## src/rtl/muldiv_pkg.sv

```systemverilog
// muldiv_pkg -- shared encodings for the HI/LO multiply/divide unit.
//   op_e    : operation select carried on the op port
//   state_e : control FSM state encoding
//   op_is_div / op_is_signed : small decode helpers used by the datapath
package muldiv_pkg;

    typedef enum logic [1:0] {
        OP_MULT  = 2'b00,
        OP_MULTU = 2'b01,
        OP_DIV   = 2'b10,
        OP_DIVU  = 2'b11
    } op_e;

    typedef enum logic [1:0] {
        ST_IDLE = 2'b00,
        ST_RUN  = 2'b01,
        ST_FIX  = 2'b10
    } state_e;

    function automatic logic op_is_div(input op_e o);
        return (o == OP_DIV) || (o == OP_DIVU);
    endfunction

    function automatic logic op_is_signed(input op_e o);
        return (o == OP_MULT) || (o == OP_DIV);
    endfunction

endpackage

```

## src/rtl/muldiv_unit.sv

```systemverilog
// muldiv_unit -- iterative MIPS-style multiply/divide unit with HI/LO registers.
//
// Ports
//   clk            single clock, rising edge
//   reset          asynchronous, active-low
//   start, op      launch MULT/MULTU/DIV/DIVU on operands a (rs), b (rt)
//   flush          abort the operation in flight (HI/LO untouched)
//   hi_we, lo_we   MTHI/MTLO strobes carrying wdata, honoured only while idle
//   busy           operation in flight
//   done, dz       one-cycle result pulse; dz flags divide-by-zero with done
//   hi, lo         architectural HI/LO registers
//
// Build option
//   MULDIV_FAST_MUL_EN : multiplies complete in one cycle (RUN skipped,
//                        busy stays low); divides keep the iterative timing.
//
// Handshake: start is a single-cycle request sampled on the rising edge and
// only accepted in IDLE; the core must hold off new requests while busy.
// done pulses exactly once per accepted, unflushed operation.
module muldiv_unit
    import muldiv_pkg::*;
#(
    parameter int WIDTH = 32
) (
    input  logic             clk,
    input  logic             reset,
    input  logic             start,
    input  logic [1:0]       op,
    input  logic [WIDTH-1:0] a,
    input  logic [WIDTH-1:0] b,
    input  logic             flush,
    input  logic             hi_we,
    input  logic             lo_we,
    input  logic [WIDTH-1:0] wdata,
    output logic             busy,
    output logic             done,
    output logic             dz,
    output logic [WIDTH-1:0] hi,
    output logic [WIDTH-1:0] lo
);

    localparam int CW = $clog2(WIDTH);

    state_e           state_q, state_d;
    op_e              op_q, op_d;
    logic [CW-1:0]    cnt_q, cnt_d;
    // acc: product high half / partial remainder; quo: multiplier / quotient
    logic [WIDTH-1:0] acc_q, acc_d;
    logic [WIDTH-1:0] quo_q, quo_d;
    logic [WIDTH-1:0] mcand_q, mcand_d;    // multiplicand or divisor magnitude
    logic             neg_q, neg_d;        // negate product / quotient
    logic             rneg_q, rneg_d;      // negate remainder (dividend was negative)
    logic             dzf_q, dzf_d;        // divisor was zero
    logic [WIDTH-1:0] hi_q, hi_d;
    logic [WIDTH-1:0] lo_q, lo_d;
    logic             busy_q, busy_d;
    logic             done_q, done_d;
    logic             dz_q, dz_d;

    // operand decode at acceptance
    op_e              op_in;
    logic             a_neg, b_neg;
    logic [WIDTH-1:0] a_mag, b_mag;

    // one iteration of each algorithm
    logic [WIDTH:0]   mul_sum;
    logic [WIDTH:0]   div_sh;
    logic             div_ge;

    // final sign correction
    logic [2*WIDTH-1:0] prod_raw, prod_fix;
    logic [WIDTH-1:0]   quo_fix, rem_fix;

    always_comb begin
        op_in = op_e'(op);
        a_neg = op_is_signed(op_in) && a[WIDTH-1];
        b_neg = op_is_signed(op_in) && b[WIDTH-1];
        a_mag = a_neg ? -a : a;
        b_mag = b_neg ? -b : b;

        // shift-add: add multiplicand when the multiplier LSB is set, then
        // shift the {carry, acc, quo} chain right by one
        mul_sum = {1'b0, acc_q} + {1'b0, (quo_q[0] ? mcand_q : '0)};

        // restoring divide: bring in the next dividend bit, subtract if it fits
        div_sh  = {acc_q, quo_q[WIDTH-1]};
        div_ge  = div_sh >= {1'b0, mcand_q};

        prod_raw = {acc_q, quo_q};
        prod_fix = (op_q == OP_MULT && neg_q) ? -prod_raw : prod_raw;
        // the most-negative / -1 case falls out naturally: the magnitude
        // quotient 2^(W-1) negates back to itself and the remainder is 0
        quo_fix  = dzf_q ? '1 : ((op_q == OP_DIV && neg_q) ? -quo_q : quo_q);
        // with a zero divisor the remainder path rebuilds a exactly
        rem_fix  = (op_q == OP_DIV && rneg_q) ? -acc_q : acc_q;
    end

    always_comb begin
        state_d = state_q;
        op_d    = op_q;
        cnt_d   = cnt_q;
        acc_d   = acc_q;
        quo_d   = quo_q;
        mcand_d = mcand_q;
        neg_d   = neg_q;
        rneg_d  = rneg_q;
        dzf_d   = dzf_q;
        hi_d    = hi_q;
        lo_d    = lo_q;
        busy_d  = busy_q;
        done_d  = 1'b0;
        dz_d    = 1'b0;

        case (state_q)
            ST_IDLE: begin
                if (hi_we) hi_d = wdata;
                if (lo_we) lo_d = wdata;
                if (start && !flush) begin
                    op_d   = op_in;
                    neg_d  = a_neg ^ b_neg;
                    rneg_d = a_neg;
                    dzf_d  = op_is_div(op_in) && (b == '0);
                    cnt_d  = CW'(WIDTH - 1);
                    if (op_is_div(op_in)) begin
                        acc_d   = '0;
                        quo_d   = a_mag;
                        mcand_d = b_mag;
                        state_d = ST_RUN;
                        busy_d  = 1'b1;
                    end else begin
`ifdef MULDIV_FAST_MUL_EN
                        {acc_d, quo_d} = (2*WIDTH)'(a_mag) * (2*WIDTH)'(b_mag);
                        mcand_d = a_mag;
                        state_d = ST_FIX;
                        busy_d  = 1'b0;
`else
                        acc_d   = '0;
                        quo_d   = b_mag;
                        mcand_d = a_mag;
                        state_d = ST_RUN;
                        busy_d  = 1'b1;
`endif
                    end
                end
            end

            ST_RUN: begin
                if (flush) begin
                    state_d = ST_IDLE;
                    busy_d  = 1'b0;
                end else begin
                    if (op_is_div(op_q)) begin
                        acc_d = div_ge ? (div_sh[WIDTH-1:0] - mcand_q) : div_sh[WIDTH-1:0];
                        quo_d = {quo_q[WIDTH-2:0], div_ge};
                    end else begin
                        acc_d = mul_sum[WIDTH:1];
                        quo_d = {mul_sum[0], quo_q[WIDTH-1:1]};
                    end
                    if (cnt_q == '0) begin
                        state_d = ST_FIX;
                    end else begin
                        cnt_d = cnt_q - 1'b1;
                    end
                end
            end

            ST_FIX: begin
                state_d = ST_IDLE;
                busy_d  = 1'b0;
                if (!flush) begin
                    done_d = 1'b1;
                    dz_d   = dzf_q;
                    if (op_is_div(op_q)) begin
                        hi_d = rem_fix;
                        lo_d = quo_fix;
                    end else begin
                        {hi_d, lo_d} = prod_fix;
                    end
                end
            end

            default: begin
                state_d = ST_IDLE;
                busy_d  = 1'b0;
            end
        endcase
    end

    always_ff @(posedge clk or negedge reset) begin
        if (!reset) begin
            state_q <= ST_IDLE;
            op_q    <= OP_MULT;
            cnt_q   <= '0;
            acc_q   <= '0;
            quo_q   <= '0;
            mcand_q <= '0;
            neg_q   <= 1'b0;
            rneg_q  <= 1'b0;
            dzf_q   <= 1'b0;
            hi_q    <= '0;
            lo_q    <= '0;
            busy_q  <= 1'b0;
            done_q  <= 1'b0;
            dz_q    <= 1'b0;
        end else begin
            state_q <= state_d;
            op_q    <= op_d;
            cnt_q   <= cnt_d;
            acc_q   <= acc_d;
            quo_q   <= quo_d;
            mcand_q <= mcand_d;
            neg_q   <= neg_d;
            rneg_q  <= rneg_d;
            dzf_q   <= dzf_d;
            hi_q    <= hi_d;
            lo_q    <= lo_d;
            busy_q  <= busy_d;
            done_q  <= done_d;
            dz_q    <= dz_d;
        end
    end

    assign busy = busy_q;
    assign done = done_q;
    assign dz   = dz_q;
    assign hi   = hi_q;
    assign lo   = lo_q;

endmodule

```

## config.mk

```make
export PLATFORM = sky130hd
export DESIGN_NAME = muldiv_unit
export DESIGN_NICKNAME = d
export VERILOG_FILES = /design/src/rtl/muldiv_pkg.sv /design/src/rtl/muldiv_unit.sv
export SDC_FILE = /design/constraint.sdc
export NUM_CORES = 1
export LEC_CHECK = 0
export ABC_AREA = 1
export BUFFER_PORTS_ARGS = -buffer_cell sky130_fd_sc_hd__buf_4
export CAP_MARGIN = 20
export CORE_ASPECT_RATIO = 1.5
export CORE_MARGIN = 5
export CORE_UTILIZATION = 30
export CTS_BUF_LIST = sky130_fd_sc_hd__clkbuf_8
export CTS_CLUSTER_DIAMETER = 120
export DETAILED_ROUTE_END_ITERATION = 10
export PLACE_DENSITY = 0.47
export SLEW_MARGIN = 20
export SYNTH_ARGS = -nofsm -noshare
export SYNTH_HDL_FRONTEND = slang
export SYNTH_SLANG_ARGS = --single-unit
```

## constraint.sdc

```tcl
create_clock -name clk -period 2.5 [get_ports clk]
set_input_delay 0.75 -clock clk [delete_from_list [all_inputs] [get_ports clk]]
set_output_delay 0.75 -clock clk [all_outputs]
set_load 0.02 [all_outputs]
```

==> summary.md, run 1 <==
| Metric | Value |
|---|---|
| Number of antenna violations at the first check in global routing | 1 |
| Number of warnings printed during yosys synthesis | 0 |
| Port Buf Inserts | 170 |
| Peak VDD IR | 551 µV |
| TritonCTS Buffers | 17 |
| Post-Synthesis Mean Instance Area | between 5 and 6 µm² |
| Leakage power total | 13.4 nW |
| Total power density per cell area | about 1300 mW/mm² |
| Sequential area share after synthesis | 0.235 |
| Remaining design rule violation count | 0 |
| Clock insertion delay at the later pin of the skew report | 550 ps |
| Via count of the first global-routing pass | 23.4k |
| CP dominant cell by count | sky130_fd_sc_hd__nand4_1 |
| Hold Crit Class | input port to asynchronous set/reset pin |
| Setup crit end kind | flip-flop |
| Share of synthesized flip-flops with an asynchronous set or reset | 1.00 |
| Part of the cycle the worst path needs | 0.985 |
| Combined global-route utilization of all metal layers | 0.289 |
| #FFs+latches synth | 175 |
| Clock-pin slew on the worst setup and hold paths | roughly 110 ps |
| Via density per instance | approximately 5.1 |
| Routability-driven placement congestion ratio | ~1.0 |
| Number of distinct standard cells referenced by the synthesized netlist | 49 |
| Ranking of synthesized cells by area | sky130_fd_sc_hd__dfrtp_1, sky130_fd_sc_hd__nand2_1, sky130_fd_sc_hd__nor2_1 |
| Proportion of layout cells with a drive suffix above 1 | 0.283 |
| Peak clock frequency supported by timing | 406 MHz |
| Crit path kind | flip-flop to flip-flop |
| Number of max-slew violations in the final report | 0 |
| Critical register-to-register path startpoint | quo_q[0] |
| Total of endpoints with negative setup slack in the final report | 0 |
| First-pass GRT wire length | approximately 150,000 µm |
| Capture instance of the worst register-to-register path | acc_q[19] |
| Worst clock skew | between 20 and 30 ps |
| Critical path destination | acc_q[19] |
| Maximum number of pins on one net before global-route repair | 77 |
| I/O pin count | ~170 |
| Slowest stage cell, crit path | sky130_fd_sc_hd__dfrtp_2 |
| 1st-pass router iterations | 6 |
| Cell-by-cell listing of the critical path | buf_12, buf_12, nand2_2, inv_2, ha_4, buf_6, nand2_4, nor2_4, inv_2, nor2_4, nand4_1, nand4_1, nand3_2, nand4_1, nand2_1 |
| Shortest clock period the worst path allows after layout | 2460 ps |
| Clock tree from TritonCTS | done |
| CP max FO | 13 |
| Detailed-route wire length | approximately 100,000 µm |
| Required time at the endpoint of the critical path | approximately 3000 ps |
| Area fraction of the dominant cell type after synthesis | 0.235 |
| Top cell type by total area after synthesis | sky130_fd_sc_hd__dfrtp_1 |
| Number of buffers between clock root and the deepest sink | 2 |
| Result of the run | finished, final reports clean |
| Actual slew at the worst max-slew pin | about 730 ps |
| Nets | 4,021 |
| Max-cap violation count | 0 |
| Relative slew slack | 0.509 |
| Vertical extent of the die | ~320 µm |
| Placeable Area | approximately 0.062 mm² |
| Root buffer selected by CTS | sky130_fd_sc_hd__clkbuf_8 |
| Post-route worst setup slack | 36.8 ps |
| Category of the worst setup path launch point | flip-flop |
| Synth Net Count | 3,419 |
| Mapped Area | ~0.019 mm² |
| Count of antenna-violating nets left after detailed routing | 0 |
| CTS Hold Bufs | 0 |
| Depth of the most critical reg-to-reg path | 15 |
| HPWL after detailed placement | between 80,000 and 90,000 µm |
| EDFF count, synth | 0 |
| Dominant register cell in the synthesized netlist | sky130_fd_sc_hd__dfrtp_1 |
| CTS H-tree depth | 4 |
| Count of mapped cells out of synthesis | 3,243 |
| Die width | between 200 and 250 µm |
| WL/cell | 21.7 µm |
| Area delta synth->final | 44.3% |
| Largest stage delay on the critical path | 520 ps |
| Reg-to-reg setup timing slack | 40 ps |
| Most common cell after layout, fill and taps aside | sky130_fd_sc_hd__nand2_1 |
| Worst setup slack before clock tree synthesis | -367 ps |
| Effective utilization at floorplan | 0.301 |
| Most used cells in the layout excluding fill and tap cells | sky130_fd_sc_hd__nand2_1, sky130_fd_sc_hd__buf_4, sky130_fd_sc_hd__nor2_1 |
| Critical Path Start | quo_q[0] |
| Die Footprint | about 0.067 mm² |
| Initial drt markers | between 1.5k and 2k |
| Total vias in the final route | approximately 24k |
| Hold violation total from the final report | 0 |
| Num rows | 112 |
| Unrepaired setup endpoints after global routing | yes |
| Final TNS setup | 0 ps |
| CP Data Arrival Time | between 2000 and 3000 ps |
| GRT Residual Overflow | 0 |
| Num Clock Sinks | approximately 180 |
-- synth_stat cells (2+ instances only) --
cell type,number
sky130_fd_sc_hd__a32oi_1,3
sky130_fd_sc_hd__nor2_2,3
sky130_fd_sc_hd__nand2_1,912
sky130_fd_sc_hd__inv_1,445
sky130_fd_sc_hd__nand3_1,324
sky130_fd_sc_hd__or2_2,6
sky130_fd_sc_hd__o21ai_0,168
sky130_fd_sc_hd__o311ai_0,4
sky130_fd_sc_hd__inv_2,11
sky130_fd_sc_hd__nor2_4,2
sky130_fd_sc_hd__buf_1,14
sky130_fd_sc_hd__a22oi_1,10
sky130_fd_sc_hd__ha_1,70
sky130_fd_sc_hd__a211oi_1,4
sky130_fd_sc_hd__and2_1,2
sky130_fd_sc_hd__xnor2_1,7
sky130_fd_sc_hd__clkinv_1,4
sky130_fd_sc_hd__nor2_1,494
sky130_fd_sc_hd__fa_1,2
sky130_fd_sc_hd__nor4_1,2
sky130_fd_sc_hd__xor2_1,62
sky130_fd_sc_hd__o211ai_1,30
sky130_fd_sc_hd__and3_1,2
sky130_fd_sc_hd__o221ai_1,23
sky130_fd_sc_hd__dfrtp_1,175
sky130_fd_sc_hd__clkbuf_1,73
sky130_fd_sc_hd__nand4_1,67
sky130_fd_sc_hd__nor3_1,25
sky130_fd_sc_hd__o21bai_1,18
sky130_fd_sc_hd__a21o_1,4
sky130_fd_sc_hd__nand3b_1,11
sky130_fd_sc_hd__o2111ai_1,5
sky130_fd_sc_hd__nand2_2,3
sky130_fd_sc_hd__buf_2,20
sky130_fd_sc_hd__a31oi_1,22
sky130_fd_sc_hd__a21oi_1,193
sky130_fd_sc_hd__o22ai_1,7
sky130_fd_sc_hd__o21ai_1,5
-- worst min-delay path by stage --
stage / endpoint / slack (ps) / cells after the start
6_report: lo[12] / 100 / 1
5_1_grt: quo_q[6] / 100 / 1
4_1_cts: lo[3] / 70 / 1
3_5_place_dp: busy / 480 / 2
3_3_place_gp: busy / 470 / 2
2_1_floorplan: acc_q[0] / 450 / 0
-- final cells by class --
class                      count  area, µm²
antenna                        1       2.50
clock buffer                  18        248
clock inverter                14        169
fill                        6850      35100
inverter                     460       1730
multi-input combinational   2500      13800
sequential                   175       4400
tap                          798        998
timing repair buffer         691       5500
-- state kept, by name, indices dropped and copies added, names as in the netlist --
register / cells
rneg_q: 1
lo: 32
mcand_q: 32
acc_q: 32
quo_q: 32
cnt_q: 5
done: 1
op_q: 2
dz: 1
busy: 1
neg_q: 1
hi: 32
dzf_q: 1
state_q: 2
-- critical path: cells and delay by family, from the launching register on --
kind                       cells  cell delay (ps)
adders and majority gates      1              270
buffers and inverters          5              600
DFF                            1              520
and+or+nand+nor                9              950
-- power breakdown --
part / switching, mW / internal (mW) / total [mW]
Clock: 1.33 / 0.954 / 2.29
Sequential: 1.34 / 4.12 / 5.46
Combinational: 16.7 / 11.6 / 28.2
-- routing by layer --
metal / track usage / share of wire / vias to the layer above
met1: 0.323 / 0.38 / 11188
met5: 0 / 0 / -
met4: 0.164 / 0.071 / 0
li1: - / - / 11707
met3: 0.0317 / 0.043 / 237
met2: 0.525 / 0.51 / 748
-- per-stage QoR --
step	std cells	power (mW)	util	hold slack, ps	cell area (µm²)
2_1_floorplan	3243	17.4	-	454	18600
3_3_place_gp	4581	29.9	0.392	468	24300
3_5_place_dp	4581	29.8	0.392	478	24300
4_1_cts	4613	32.7	0.404	70.3	25000
5_1_grt	4657	38.5	0.434	101	26900
6_report	4657	36.0	0.434	104	26900
-- what timing repair did --
| action | in CTS | in global routing |
|---|---|---|
| gates resized for setup | 89 | 364 |
| setup endpoints to repair | 33 | 61 |
| setup buffers | 0 | 39 |
| pin swaps | 9 | 98 |
| cloned | 0 | 4 |
-- logic make-up (layout without fill, tap and decap cells) --
family	Yosys count	after routing	share of synthesized area
XOR/XNOR	69	69	0.0324
flip-flops	175	175	0.235
AO/OA/AOI/OAI	501	501	0.153
buffers and inverters	568	1183	0.116
AND/OR/NAND/NOR	1858	1858	0.414
adder cells (fa/ha/maj)	72	72	0.0492
other	0	1	0
Power figures use the tool's default switching activity.
==> run 2: changes to the inputs <==
Settings changed: ABC_CLOCK_PERIOD_IN_PS set to 2500, CORE_ASPECT_RATIO 1.5 to unset, CTS_CLUSTER_SIZE set to 14.
==> run 2 against run 1 <==
Hold slack better by 51 ps; sequential power down 3%; sequential share of layout area up 0.45 points; utilization down 1.0 points; setup slack better by 37 ps; final cell count up 0.77%; global-route usage down 2.0 points; die area down 0.15%; critical path depth up 1; power down 7.0%.
==> summary.md, run 2 (synthesis gave the netlist of run 1 again) <==
| Metric | Value |
|---|---|
| Result of the run | finished, final reports clean (unchanged) |
| Via count of the first global-routing pass | 21.9k (was 23.4k) |
| Die width | 259 µm (was 213 µm) |
| Via density per instance | 5.02 (was 5.13) |
| Met2 routed WL | 41,500 µm (was 51,400 µm) |
| Unrepaired setup endpoints after global routing | yes (unchanged) |
| Final cell count without fillers | 4,693 (was 4,657) |
| Remaining design rule violation count | 0 (unchanged) |
| Switching fraction of total power | 0.538 (was 0.537) |
| Depth of the most critical reg-to-reg path | 16 (was 15) |
| Count of antenna-violating nets left after detailed routing | 0 (unchanged) |
| Num rows | 91 (was 112) |
| Peak VDD IR | 437 µV (was 551 µV) |
| Highest metal used | met4 (unchanged) |
| Total vias in the final route | 23.6k (was 23.9k) |
| Critical Path Start | quo_q[0] (unchanged) |
| Hold Crit Class | input port to asynchronous set/reset pin (unchanged) |
| Peak clock frequency supported by timing | 412 MHz (was 406 MHz) |
| CP max FO | 12 (was 13) |
| Vertical extent of the die | 259 µm (was 315 µm) |
| Routability-driven placement congestion ratio | 0.990 (was 0.999) |
| CTS H-tree depth | 4 (unchanged) |
| Number of max-slew violations in the final report | 0 (unchanged) |
| Category of the worst setup path launch point | flip-flop (unchanged) |
| Final TNS setup | 0 ps (unchanged) |
| Net Sw Power | 18.0 mW (was 19.3 mW) |
| Total power density per cell area | 1280 mW/mm² (was 1340 mW/mm²) |
| Maximum number of pins on one net before global-route repair | 77 (unchanged) |
| Critical path destination | acc_q[27] (was acc_q[19]) |
| Shortest clock period the worst path allows after layout | 2430 ps (was 2460 ps) |
| Proportion of layout cells with a drive suffix above 1 | 0.252 (was 0.283) |
| Effective utilization at floorplan | 0.302 (was 0.301) |
| Part of the cycle the worst path needs | 0.970 (was 0.985) |
| Nets | 4,018 (was 4,021) |
| Total of endpoints with negative setup slack in the final report | 0 (unchanged) |
| Number of buffers between clock root and the deepest sink | 2 (unchanged) |
| Hold violation total from the final report | 0 (unchanged) |
| Met1 wire length | 44,200 µm (was 38,000 µm) |
| Critical register-to-register path startpoint | quo_q[0] (unchanged) |
| Initial drt markers | 2,054 (was 1,747) |
| WL/cell | 20.0 µm (was 21.7 µm) |
| Register share of total power | 0.158 (was 0.152) |
| Clock insertion delay at the later pin of the skew report | 570 ps (was 550 ps) |
| Clock tree from TritonCTS | done (unchanged) |
| Total design power | 33.5 mW (was 36.0 mW) |
| Port Buf Inserts | 170 (unchanged) |
| Combined global-route utilization of all metal layers | 0.270 (was 0.289) |
| GRT Residual Overflow | 0 (unchanged) |
| Clock share of power | 0.065 (was 0.064) |
| Reg-to-reg setup timing slack | 70 ps (was 40 ps) |
| Relative slew slack | 0.554 (was 0.509) |
| Capture instance of the worst register-to-register path | acc_q[27] (was acc_q[19]) |
| Detailed-route wire length | 94,000 µm (was 101,000 µm) |
| Met3 wirelength from detailed routing | 5490 µm (was 4390 µm) |
| Placeable Area | 0.0616 mm² (was 0.0619 mm²) |
| First-pass GRT wire length | 137,000 µm (was 145,000 µm) |
| Int Pwr | 15.5 mW (was 16.7 mW) |
| Area delta synth->final | 40.1% (was 44.3%) |
| Inst Count DP | 4,638 (was 4,581) |
| Die Footprint | 0.0672 mm² (was 0.0673 mm²) |
| Worst clock skew | 22.4 ps (was 26.8 ps) |
| Most used cells in the layout excluding fill and tap cells | sky130_fd_sc_hd__nand2_1, sky130_fd_sc_hd__buf_4, sky130_fd_sc_hd__nor2_1 (unchanged) |
| Number of antenna violations at the first check in global routing | 3 (was 1) |
| Crit path kind | flip-flop to flip-flop (unchanged) |
| Root buffer selected by CTS | sky130_fd_sc_hd__clkbuf_8 (unchanged) |
| Setup crit end kind | flip-flop (unchanged) |
| HPWL after detailed placement | 79,200 µm (was 84,300 µm) |
| CP Data Arrival Time | 2900 ps (was 2910 ps) |
| Required time at the endpoint of the critical path | 2980 ps (was 2950 ps) |
| Max-cap violation count | 0 (unchanged) |
| Actual slew at the worst max-slew pin | 669 ps (was 729 ps) |
| Leakage power total | 13.2 nW (was 13.4 nW) |
| Logic gate share of total power | 0.776 (was 0.785) |
| Most common cell after layout, fill and taps aside | sky130_fd_sc_hd__nand2_1 (unchanged) |
| TritonCTS Buffers | 17 (unchanged) |
| I/O pin count | 171 (unchanged) |
| 1st-pass router iterations | 6 (unchanged) |
| Num Clock Sinks | 175 (unchanged) |
| Clock-pin slew on the worst setup and hold paths | 110 ps (about the same) |
## run 2: changes by cell type in the layout (fill, tap and decap cells not counted), moves of 8 or more
cell,before,now
sky130_fd_sc_hd__nand2_1,823,859
sky130_fd_sc_hd__inv_1,400,425
sky130_fd_sc_hd__inv_2,54,30
sky130_fd_sc_hd__nand2_2,74,52
sky130_fd_sc_hd__ha_4,53,35
sky130_fd_sc_hd__ha_1,15,32
sky130_fd_sc_hd__nor2_1,438,454
sky130_fd_sc_hd__nand2_4,18,5
sky130_fd_sc_hd__nor2_4,28,15
sky130_fd_sc_hd__buf_4,659,669
sky130_fd_sc_hd__dfrtp_1,162,171
sky130_fd_sc_hd__dfrtp_2,13,4
sky130_fd_sc_hd__o21ai_0,141,149
## run 2: layout make-up
type / instances / area, µm²
Fill cell: 6757 / 35500
Multi-Input combinational cell: 2500 / 13200
Timing Repair Buffer: 688 / 5350
Sequential cell: 175 / 4380
Inverter: 460 / 1730
Tap cell: 837 / 1050
Clock buffer: 17 / 234
Clock inverter: 15 / 175
Antenna cell: 1 / 2.50
## run 2: layer usage
layer	global-route usage	vias up
li1	-	11722
met1	0.393	10961
met2	0.422	792
met3	0.0288	107
met4	0.0778	0
met5	0	-
## run 2: power by group through the flow
stage	Clock [mW]	Combinational, mW	Sequential [mW]
after floorplan	0	11.7	5.68
after global placement	0	23.8	5.25
after detailed placement	0	23.6	5.28
after CTS	2.25	23.9	5.21
after global routing	2.34	28.2	5.44
final	2.19	26.0	5.30
## run 2: worst min-delay path by stage
stage,startpoint,to,slack (ps)
2_1_floorplan,reset,acc_q[0],450
3_3_place_gp,busy,busy,470
3_5_place_dp,busy,busy,470
4_1_cts,reset,mcand_q[12],150
5_1_grt,reset,hi[23],160
6_report,reset,hi[23],160
## run 2: timing repair
item,CTS,global route
cloned,0,1
hold buffers,0,0
endpoints found under the setup margin,26,62
buffers inserted,1,20
resized for setup,32,239
pin swaps,2,43
## run 2: worst max-delay path, cell delays in order, from the launching register on
cell                      delay [ps]
sky130_fd_sc_hd__dfrtp_2         440
sky130_fd_sc_hd__buf_12          150
sky130_fd_sc_hd__buf_12          130
sky130_fd_sc_hd__nand2_1          50
sky130_fd_sc_hd__inv_1            50
sky130_fd_sc_hd__ha_2            300
sky130_fd_sc_hd__a21oi_2         180
sky130_fd_sc_hd__o21ai_0         100
sky130_fd_sc_hd__buf_4           150
sky130_fd_sc_hd__a21oi_2         180
sky130_fd_sc_hd__nor2_1           70
sky130_fd_sc_hd__nor2_1          120
sky130_fd_sc_hd__nand2_1          80
sky130_fd_sc_hd__nand2_1          60
sky130_fd_sc_hd__nand3_1         100
sky130_fd_sc_hd__nand3_1         130
sky130_fd_sc_hd__nand2_1          50
## run 2: per-stage QoR
| stage | util | worst slack [ps] | hold WS [ps] | area, µm² |
|---|---|---|---|---|
| 3_5_place_dp | 0.396 | -458 | 468 | 24400 |
| 5_1_grt | 0.424 | -55.3 | 159 | 26100 |
| 3_3_place_gp | 0.396 | -456 | 468 | 24400 |
| 2_1_floorplan | - | 140 | 454 | 18600 |
| 6_report | 0.424 | 74.1 | 155 | 26100 |
| 4_1_cts | 0.405 | -22.9 | 150 | 25000 |
